<file path="config.mk">
export PLATFORM = sky130hd
export DESIGN_NAME = instr_fetch
export DESIGN_NICKNAME = d
export VERILOG_FILES = /design/src/rtl/instr_fetch.sv
export SDC_FILE = /design/constraint.sdc
export NUM_CORES = 1
export LEC_CHECK = 0
export BUFFER_PORTS_ARGS = -buffer_cell sky130_fd_sc_hd__buf_4
export CAP_MARGIN = 10
export CORE_MARGIN = 2
export CORE_UTILIZATION = 42
export DETAILED_ROUTE_END_ITERATION = 7
export PLACE_DENSITY = 0.81
export SYNTH_ARGS = -nofsm -noshare
export SYNTH_HDL_FRONTEND = slang
export SYNTH_SLANG_ARGS = --single-unit
</file>
<file path="constraint.sdc">
create_clock -name ck -period 3.9 [get_ports ck]
set_input_delay 0.195 -clock ck [delete_from_list [all_inputs] [get_ports ck]]
set_output_delay 0.195 -clock ck [all_outputs]
set_load 0.05 [all_outputs]
</file>
<file path="src/rtl/instr_fetch.sv">
// Instruction fetch stage: owns the PC, fetches one byte per req/ack handshake,
// presents it downstream under valid/ready and stops for good on the halt word.
module instr_fetch #(
  parameter logic [7:0] RESET_PC  = 8'h00,
  parameter logic [7:0] HALT_CODE = 8'hFF
) (
  input  logic       ck,
  input  logic       rst_n,
  output logic       imem_req,
  output logic [7:0] imem_addr,
  input  logic       imem_ack,
  input  logic [7:0] imem_data,
  output logic       instr_valid,
  input  logic       instr_ready,
  output logic [7:0] instr,
  output logic [2:0] op,
  output logic       last_bit,
  output logic [7:0] instr_pc,
  input  logic       pc_src,
  input  logic [7:0] jump_target,
  output logic       halted
);

  typedef enum logic [1:0] {IDLE, REQ, HOLD, HALT} state_t;

  state_t     state;
  state_t     state_nxt;
  logic [7:0] pc;
  logic       fetch_done;
  logic       accept;

  function automatic logic [7:0] next_pc(input logic [7:0] cur, input logic seq,
                                         input logic [7:0] target);
    // Sequential step wraps modulo 256 with no carry out.
    next_pc = seq ? cur + 8'd1 : target;
  endfunction

  always_comb begin
    state_nxt   = state;
    imem_req    = 1'b0;
    instr_valid = 1'b0;
    halted      = 1'b0;
    fetch_done  = 1'b0;
    accept      = 1'b0;
    case (state)
      IDLE: state_nxt = REQ;
      REQ: begin
        imem_req = 1'b1;
        if (imem_ack) begin
          fetch_done = 1'b1;
          state_nxt  = (imem_data == HALT_CODE) ? HALT : HOLD;
        end
      end
      HOLD: begin
        instr_valid = 1'b1;
        if (instr_ready) begin
          accept    = 1'b1;
          state_nxt = REQ;
        end
      end
      HALT: halted = 1'b1;
      default: state_nxt = IDLE;
    endcase
  end

  always_ff @(posedge ck or negedge rst_n) begin
    if (!rst_n) begin
      state    <= IDLE;
      pc       <= RESET_PC;
      instr    <= 8'h00;
      instr_pc <= RESET_PC;
    end else begin
      state <= state_nxt;
      // The halt word is captured too so it stays visible on instr for debug.
      if (fetch_done) begin
        instr    <= imem_data;
        instr_pc <= pc;
      end
      if (accept) pc <= next_pc(pc, pc_src, jump_target);
    end
  end

  assign imem_addr = pc;
  assign op        = instr[7:5];
  assign last_bit  = instr[0];

endmodule

</file>
# [Word level (Yosys, flattened, before mapping)]
# Cells that the tools add are included.
[totals] regBits=26 out_inout_bits=31 inputBits=21 elab_cells=26
[classes] muxes=12 reduce_logical=3 n_addsub=1 eq_ne=6
[ops] operator="$add 8x1->8 const B" count=1
[ops] operator="$eq 8x8->1 const B" count=1
[ops] operator="$mux 1" count=8
[ops] operator="$mux 8" count=1
[ops] operator="$pmux 2 s3" count=1
[ops] operator="$eq 2x2->1 const B" count=2
[ops] operator="$mux 2" count=2
[ops] operator="$ne 2x2->1 const B" count=2
[ops] operator="$reduce_and 3->1" count=1
[ops] operator="$reduce_bool 3->1" count=1
[ops] operator="$eq 2x1->1 const B" count=1
[ops] operator="$logic_not 2->1" count=1

# [Longest topological paths before layout]
# Gate-level depths: netlist (run 1).
[depth] depth_word=4 depth_mapped=5 mapped_depth_nobuf=4

# [Least setup slack after synthesis (run 1)]
# OpenSTA, ideal clock, no wires.
[synth_path] kind="flip-flop to flip-flop" from="reg pc[0], in the netlist imem_addr[0]" to="reg pc[6], in the netlist imem_addr[6]" setup_time_ns=0.070 arrival_ns=1.627 slack_ns=2.203 stages_incl_launch_ff=5 cell_sequence="dfrtp_1 -> ha_1 -> nand2_1 -> or4_1 -> nand3_1"
[synth_between] elab_chain_len=2
[synth_rtl] item="start: declaration" line_no="28" source="logic [7:0] pc;"
[synth_rtl] item="start signal: assignment" line_no="79" source="if (accept) pc <= next_pc(pc, pc_src, jump_target);"
[synth_rtl] item="$add 8x1->8" line_no="35" source="next_pc = seq ? cur + 8'd1 : target;"
[synth_rtl] item="$mux 8" line_no="35"
# Every way passes these cells.
# A chain may end at the register's enable or synchronous reset.

# [Worst setup path after layout (run 1)]
# Ends and elaborated chain as after synthesis.

==> run_results.csv, run 1 <==
group,metric,value,unit
synth,ys_seq_area_share,50.0,%
hold_path,hold_path.startpoint,"instr_ready",
floorplan,io_pins,52,
timing,fmaxAchievable,670,MHz
floorplan,die_height,59.7,um
timing,finalHoldViolCount,0,
floorplan,floorplan.initialDensity,43.3,%
routing,wl_per_cell,15.0,um
final_layout,num-fill-cells,263,
final_layout,flow.area_growth_from_synthesis,31.8,%
final_layout,sequential_cell_area,651,um^2
pwr,comb_power_share,56.7,%
timing,timing.final.setup_violations,0,
global_routing,globalRouteOverflowTotal,0,
place,numPortBuffers,51,
final_layout,layout.cells.most_common,"buf_4",
timing,finalClockSkew,0.0109,ns
hold_path,holdPathEnd,"state[1]",
routing,drt_pre_antenna_iters,4,
clock_network,cts-htree-levels,1,
clock_network,clkSinkCount,26,
routing,drc,0,
place,placed_cells_incl_taps,183,
floorplan,die_area,3560,um^2
worst_setup_path,timing.critical_path.arrival,1.77,ns
pwr,power_density_cells,795,nW/um^2
synth,synth_seq_cells,26,
worst_setup_path,timing.critical_path.to_type,"register",
timing,finalCritPeriodShare,38.2,%
synth,synth_edf_count,0,
clock_network,cts_made_buffers,3,
clock_network,cts_root_buf,"clkbuf_4",
synth,yosysTopAreaCell,"dfrtp_1",
final_layout,count_of_placed_standard_cells_in_the_final_layout_fillers_left_out,188,
timing,timing.max_slew.rel_slack,75.5,%
worst_setup_path,critPathKind,"reg2reg",
worst_setup_path,worstPathMaxFanout,7,
global_routing,grt_start_max_net_pins,27,
final_layout,n_antenna_cell,0,
place,postPlaceCellArea,1670,um^2
worst_setup_path,cp_data_required_time,4.17,ns
hold_path,whs_path_depth,2,
timing,finalWorstSetupSlack,2.41,ns
worst_setup_path,reg2reg_depth,4,
floorplan,fp-row-count,20,
routing,drt_iter0_markers,57,
pwr,post-layout-total-power,1.36,mW
routing,routed_wire_length,2820,um
synth,syn_inst,107,
flow_run,drv.max_cap_violation_count,0,
routing,route.vias.total,1015,
worst_setup_path,crit_path_start_kind,"register",
timing,grt_setup_unrepaired,"no",
floorplan,die_width,59.7,um
final_layout,mostFrequentLayoutCells,"51 x buf_4, 26 x dfrtp_1, 9 x mux2_4",
status,outcome,"completed",
routing,vias_per_cell,5.40,
worst_setup_path,setup.reg_to_reg.worst_slack,2.41,ns
clock_network,tritoncts,"done",
timing,worst-slew-pin-transition,0.367,ns
global_routing,grt_pass1_wl,4460,um
synth,synth-async-reset-ratio,100,%
final_layout,post_route_standard_cell_area_excluding_fillers,1720,um^2
pwr,netSwitchingPower,0.691,mW
timing,fin_setup_tns,0,ns
clock_network,clk-insertion-delay-late,0.32,ns
worst_setup_path,worstReg2RegEnd,"imem_addr[6]",
pwr,leakage,0.848,nW
final_layout,final_net_count,178,
pwr,swShare,50.7,%
pwr,vdd_ir_drop_max,0.452,mV
final_layout,post_route_cells_drive_above_1_share,43.2,%
synth,synth.yosys.warnings,0,
pwr,sequentialPowerShare,33.4,%
place,place_hpwl,2120,um
synth,synthDistinctLibCells,28,
synth,synthesis.area_per_instance,12.2,um^2
place,setup_slack_at_placement,2.44,ns
pwr,power.share.clock,9.9,%
final_layout,multi_input_comb_area,587,um^2
worst_setup_path,timing.rr.start,"imem_addr[0]",
synth,post_synth_main_area_contributors,"dfrtp_1 50%, mux2_4 10%, mux2_1 6.1%",
global_routing,first_global_vias,999,
floorplan,fp.coreArea,3000,um^2
timing,final_max_tran_viols,0,
timing,finalHoldWorstSlack,0.0572,ns
place,gp_congestion,0.813,
final_layout,finish.utilization,57.1,%
routing,drt.antenna.violating_nets,0,
timing,final_period_minus_worst_setup_slack,1.49,ns
pwr,cell_internal_pwr,0.673,mW
synth,post-synth-top-area-fraction,50.0,%
global_routing,grt_antenna_before_repair,0,
clock_network,cts.path.max_buffers,2,
synth,syn-cell-area,1300,um^2
global_routing,grt_use_total,17.0,%
synth,synthesis.nets,129,
clock_network,cts.clk_slew.worst_paths,0.14,ns
hold_path,timing.hold.worst.class,"in2reg",
synth,synthFlopType,"dfrtp_1",
## synthesized netlist by cell type, drive strengths merged, types with 2 or more instances
cell	count
a21oi	4
a2bb2oi	2
buf	8
dfrtp	26
inv	2
mux2	16
mux2i	5
nand2	6
nand2b	4
nand3	7
nand4	3
nor2	2
nor2b	3
o211ai	3
o21ai	5
o22ai	2
or4	3
## power groups by stage
stage | clock [mW] | sequential [mW] | combinational, mW
floorplan | 0 | 0.781 | 0.228
global placement | 0 | 0.452 | 0.769
detailed placement | 0 | 0.459 | 0.777
CTS | 0.138 | 0.453 | 0.779
global route | 0.154 | 0.469 | 0.802
finish | 0.136 | 0.455 | 0.774
## state kept, by name, indices dropped and copies added, names as in the netlist
name / flops
instr: 8
imem_addr: 8
instr_pc: 8
state: 2
## layer usage
layer / up-vias / track usage [%] / wire (um)
li1: 480 / - / -
met1: 489 / 21.9 / 1260
met2: 42 / 27.2 / 1340
met3: 4 / 2.16 / 175
met4: 0 / 9.84 / 46
met5: - / 0 / 0
## worst max path at each step
stage	end	cells past startpoint	slack, ns	start
after floorplan	imem_addr[6]	4	2.20	imem_addr[0]
after global placement	imem_addr[6]	4	2.53	imem_addr[0]
after detailed placement	imem_addr[6]	4	2.44	imem_addr[0]
after CTS	imem_req	2	2.41	state[1]
after global routing	imem_addr[6]	4	2.33	imem_addr[0]
final	imem_addr[6]	4	2.41	imem_addr[0]
## final cells by class
type	instances	share of cell area, %
sequential	26	37.9
multi-input combinational	71	34.2
timing repair buffer	52	22.9
tap	33	2.41
clock buffer	4	2.12
inverter	2	0.438
## kinds of logic (layout without fill, tap and decap cells)
kind of cell / Yosys count / in the layout / share of synthesized area [%]
compound gates: 17 / 17 / 8.27
buf+inv: 10 / 58 / 4.90
fa+ha+maj: 1 / 1 / 0.961
mux: 21 / 21 / 20.3
simple gates: 32 / 32 / 15.6
flops: 26 / 26 / 50.0
## worst max-delay path: stages, from the launching register on
cell	delay (ns)
dfrtp_1	0.49
ha_1	0.25
nand2_1	0.08
or4_1	0.52
nand3_1	0.10
## repair_timing
item                                   4_1_cts  5_1_grt
buffers inserted                             0        0
hold buffers                                 1        0
endpoints found under the hold margin       26        0
resized for setup                            0        0
(Power assumes the default switching activity.)
==> run 2: changes to the inputs <==
- clock period: 3.9 -> 1.53 ns (I/O delays scaled with it)
==> run 2 against run 1 <==
  * Cell count up 4.8%
  * First-iteration DRC count down 53%
  * Hold slack worse by 0.040 ns
  * Final area up 5.5%
  * Clock skew down 0.0017 ns
  * Sequential power rose to 2.6 times the previous value
  * Global-route usage up 1.0 points
  * Non-clock buffer count up 9
  * Register-to-register slack worse by 2.3 ns
  * Critical path depth down 1
  * Maximum frequency up 3.0%
==> run_results.csv, run 2 (same netlist as run 1, synthesis figures left out) <==
group,metric,value,unit
status,outcome,"completed",
timing,timing.final.setup_violations,0,
final_layout,num-fill-cells,251,
flow_run,drv.max_cap_violation_count,0,
routing,met2WireLength,1530,um
routing,drt_pre_antenna_iters,4,
final_layout,final_net_count,187,
final_layout,flow.area_growth_from_synthesis,39.1,%
global_routing,grt_pass1_wl,4820,um
timing,finalClockSkew,0.00919,ns
clock_network,cts-htree-levels,1,
worst_setup_path,worstReg2RegEnd,"instr[1]",
timing,finalCritPeriodShare,94.6,%
clock_network,cts_root_buf,"clkbuf_4",
pwr,leakage,0.880,nW
routing,drc,0,
final_layout,sequential_cell_area,656,um^2
worst_setup_path,reg2reg_depth,3,
routing,drt.antenna.violating_nets,0,
pwr,vdd_ir_drop_max,0.948,mV
hold_path,whs_path_depth,3,
clock_network,tritoncts,"done",
final_layout,multi_input_comb_area,587,um^2
clock_network,clk-insertion-delay-late,0.32,ns
floorplan,die_area,3560,um^2
worst_setup_path,setup.reg_to_reg.worst_slack,0.08,ns
floorplan,floorplan.initialDensity,43.3,%
hold_path,timing.hold.worst.class,"in2reg",
floorplan,die_width,59.7,um
global_routing,first_global_vias,997,
timing,fmaxAchievable,691,MHz
clock_network,clkSinkCount,26,
clock_network,cts_made_buffers,3,
final_layout,post_route_cells_drive_above_1_share,43.3,%
routing,wl_per_cell,15.4,um
final_layout,layout.cells.most_common,"buf_4",
worst_setup_path,timing.critical_path.to_type,"register",
routing,routed_wire_length,3020,um
routing,highest-signal-layer,"met4",
clock_network,postCtsSetupBuffers,0,
final_layout,n_antenna_cell,0,
timing,grt_setup_unrepaired,"no",
clock_network,cts_repair_resize_count,0,
pwr,power_density_cells,1940,nW/um^2
clock_network,cts.clk_slew.worst_paths,0.13,ns
timing,fin_setup_tns,0,ns
final_layout,finish.utilization,60.3,%
worst_setup_path,crit_path_start_kind,"register",
timing,worst-slew-pin-transition,0.373,ns
worst_setup_path,worstPathMaxFanout,17,
routing,total_length_of_routed_met3_wires,233,um
floorplan,die_height,59.7,um
place,numPortBuffers,51,
hold_path,holdPathEnd,"state[1]",
routing,drt_iter0_markers,27,
routing,detail_route.wirelength.met1,1240,um
timing,timing.max_slew.rel_slack,75.2,%
place,gp_congestion,0.786,
hold_path,hold_path.startpoint,"imem_ack",
timing,final_max_tran_viols,0,
clock_network,cts.path.max_buffers,2,
timing,final_period_minus_worst_setup_slack,1.45,ns
timing,finalHoldViolCount,0,
worst_setup_path,timing.critical_path.arrival,1.65,ns
global_routing,grt_use_total,18.0,%
worst_setup_path,timing.rr.start,"state[1]",
global_routing,globalRouteOverflowTotal,0,
routing,route.vias.total,1073,
global_routing,grt_antenna_before_repair,0,
floorplan,fp.coreArea,3000,um^2
floorplan,io_pins,52,
routing,vias_per_cell,5.45,
final_layout,mostFrequentLayoutCells,"51 x buf_4, 22 x dfrtp_1, 10 x dlygate4sd3_1",
floorplan,fp-row-count,20,
worst_setup_path,critPathKind,"reg2reg",
global_routing,grt_start_max_net_pins,27,
place,place_hpwl,2120,um
worst_setup_path,cp_data_required_time,1.73,ns
run 2: cell count changes in the layout (fill, tap and decap cells not counted), sizes merged:
cell / change
dlygate4sd3: +9
run 2: how the worst max path moves through the flow:
stage | cells after the start | from | slack, ns | end
floorplan | 3 | imem_addr[5] | 0.0009 | imem_addr[7]
global placement | 3 | state[1] | 0.18 | instr[1]
detailed placement | 3 | state[1] | 0.12 | instr[1]
CTS | 3 | state[1] | 0.11 | instr[1]
global route | 3 | state[1] | 0.01 | instr[1]
finish | 3 | state[1] | 0.08 | instr[1]
run 2: area by class of cell:
type / count / share of cell area (%)
multi-input combinational: 71 / 32.4
tap: 33 / 2.28
sequential: 26 / 36.2
inverter: 2 / 0.415
clock buffer: 4 / 2.00
timing repair buffer: 61 / 26.7
run 2: metrics by stage:
stage	instances	hold WS, ns	total power, mW	worst slack (ns)	instance area, um^2
floorplan	107	-0.219	2.58	0.000893	1310
global placement	183	-0.00201	3.12	0.178	1670
detailed placement	183	-0.00335	3.16	0.122	1670
CTS	197	0.0152	3.52	0.107	1810
global route	197	0.0258	3.65	0.0148	1810
finish	197	0.0169	3.51	0.0820	1810
run 2: metal layers:
metal | global-route usage, % | vias up
met5 | 0 | -
met4 | 3.81 | 0
met3 | 4.55 | 2
met2 | 30.6 | 49
met1 | 23.2 | 525
li1 | - | 497
run 2: timing repair:
| action | in CTS | in global routing |
|---|---|---|
| setup endpoints to repair | 0 | 0 |
| endpoints found under the hold margin | 35 | 0 |
| hold buffers | 10 | 0 |
run 2: worst max-delay path, stage by stage, from the launching register on:
cell and delay [ns]:
dfrtp_1 0.47, and2b_4 0.30, nand2_4 0.17, mux2_1 0.39
run 2: report_power, final:
part           total, mW  switching [mW]  internal [mW]
Clock              0.341           0.195          0.146
Sequential          1.17           0.237          0.938
Combinational       2.00            1.34          0.657
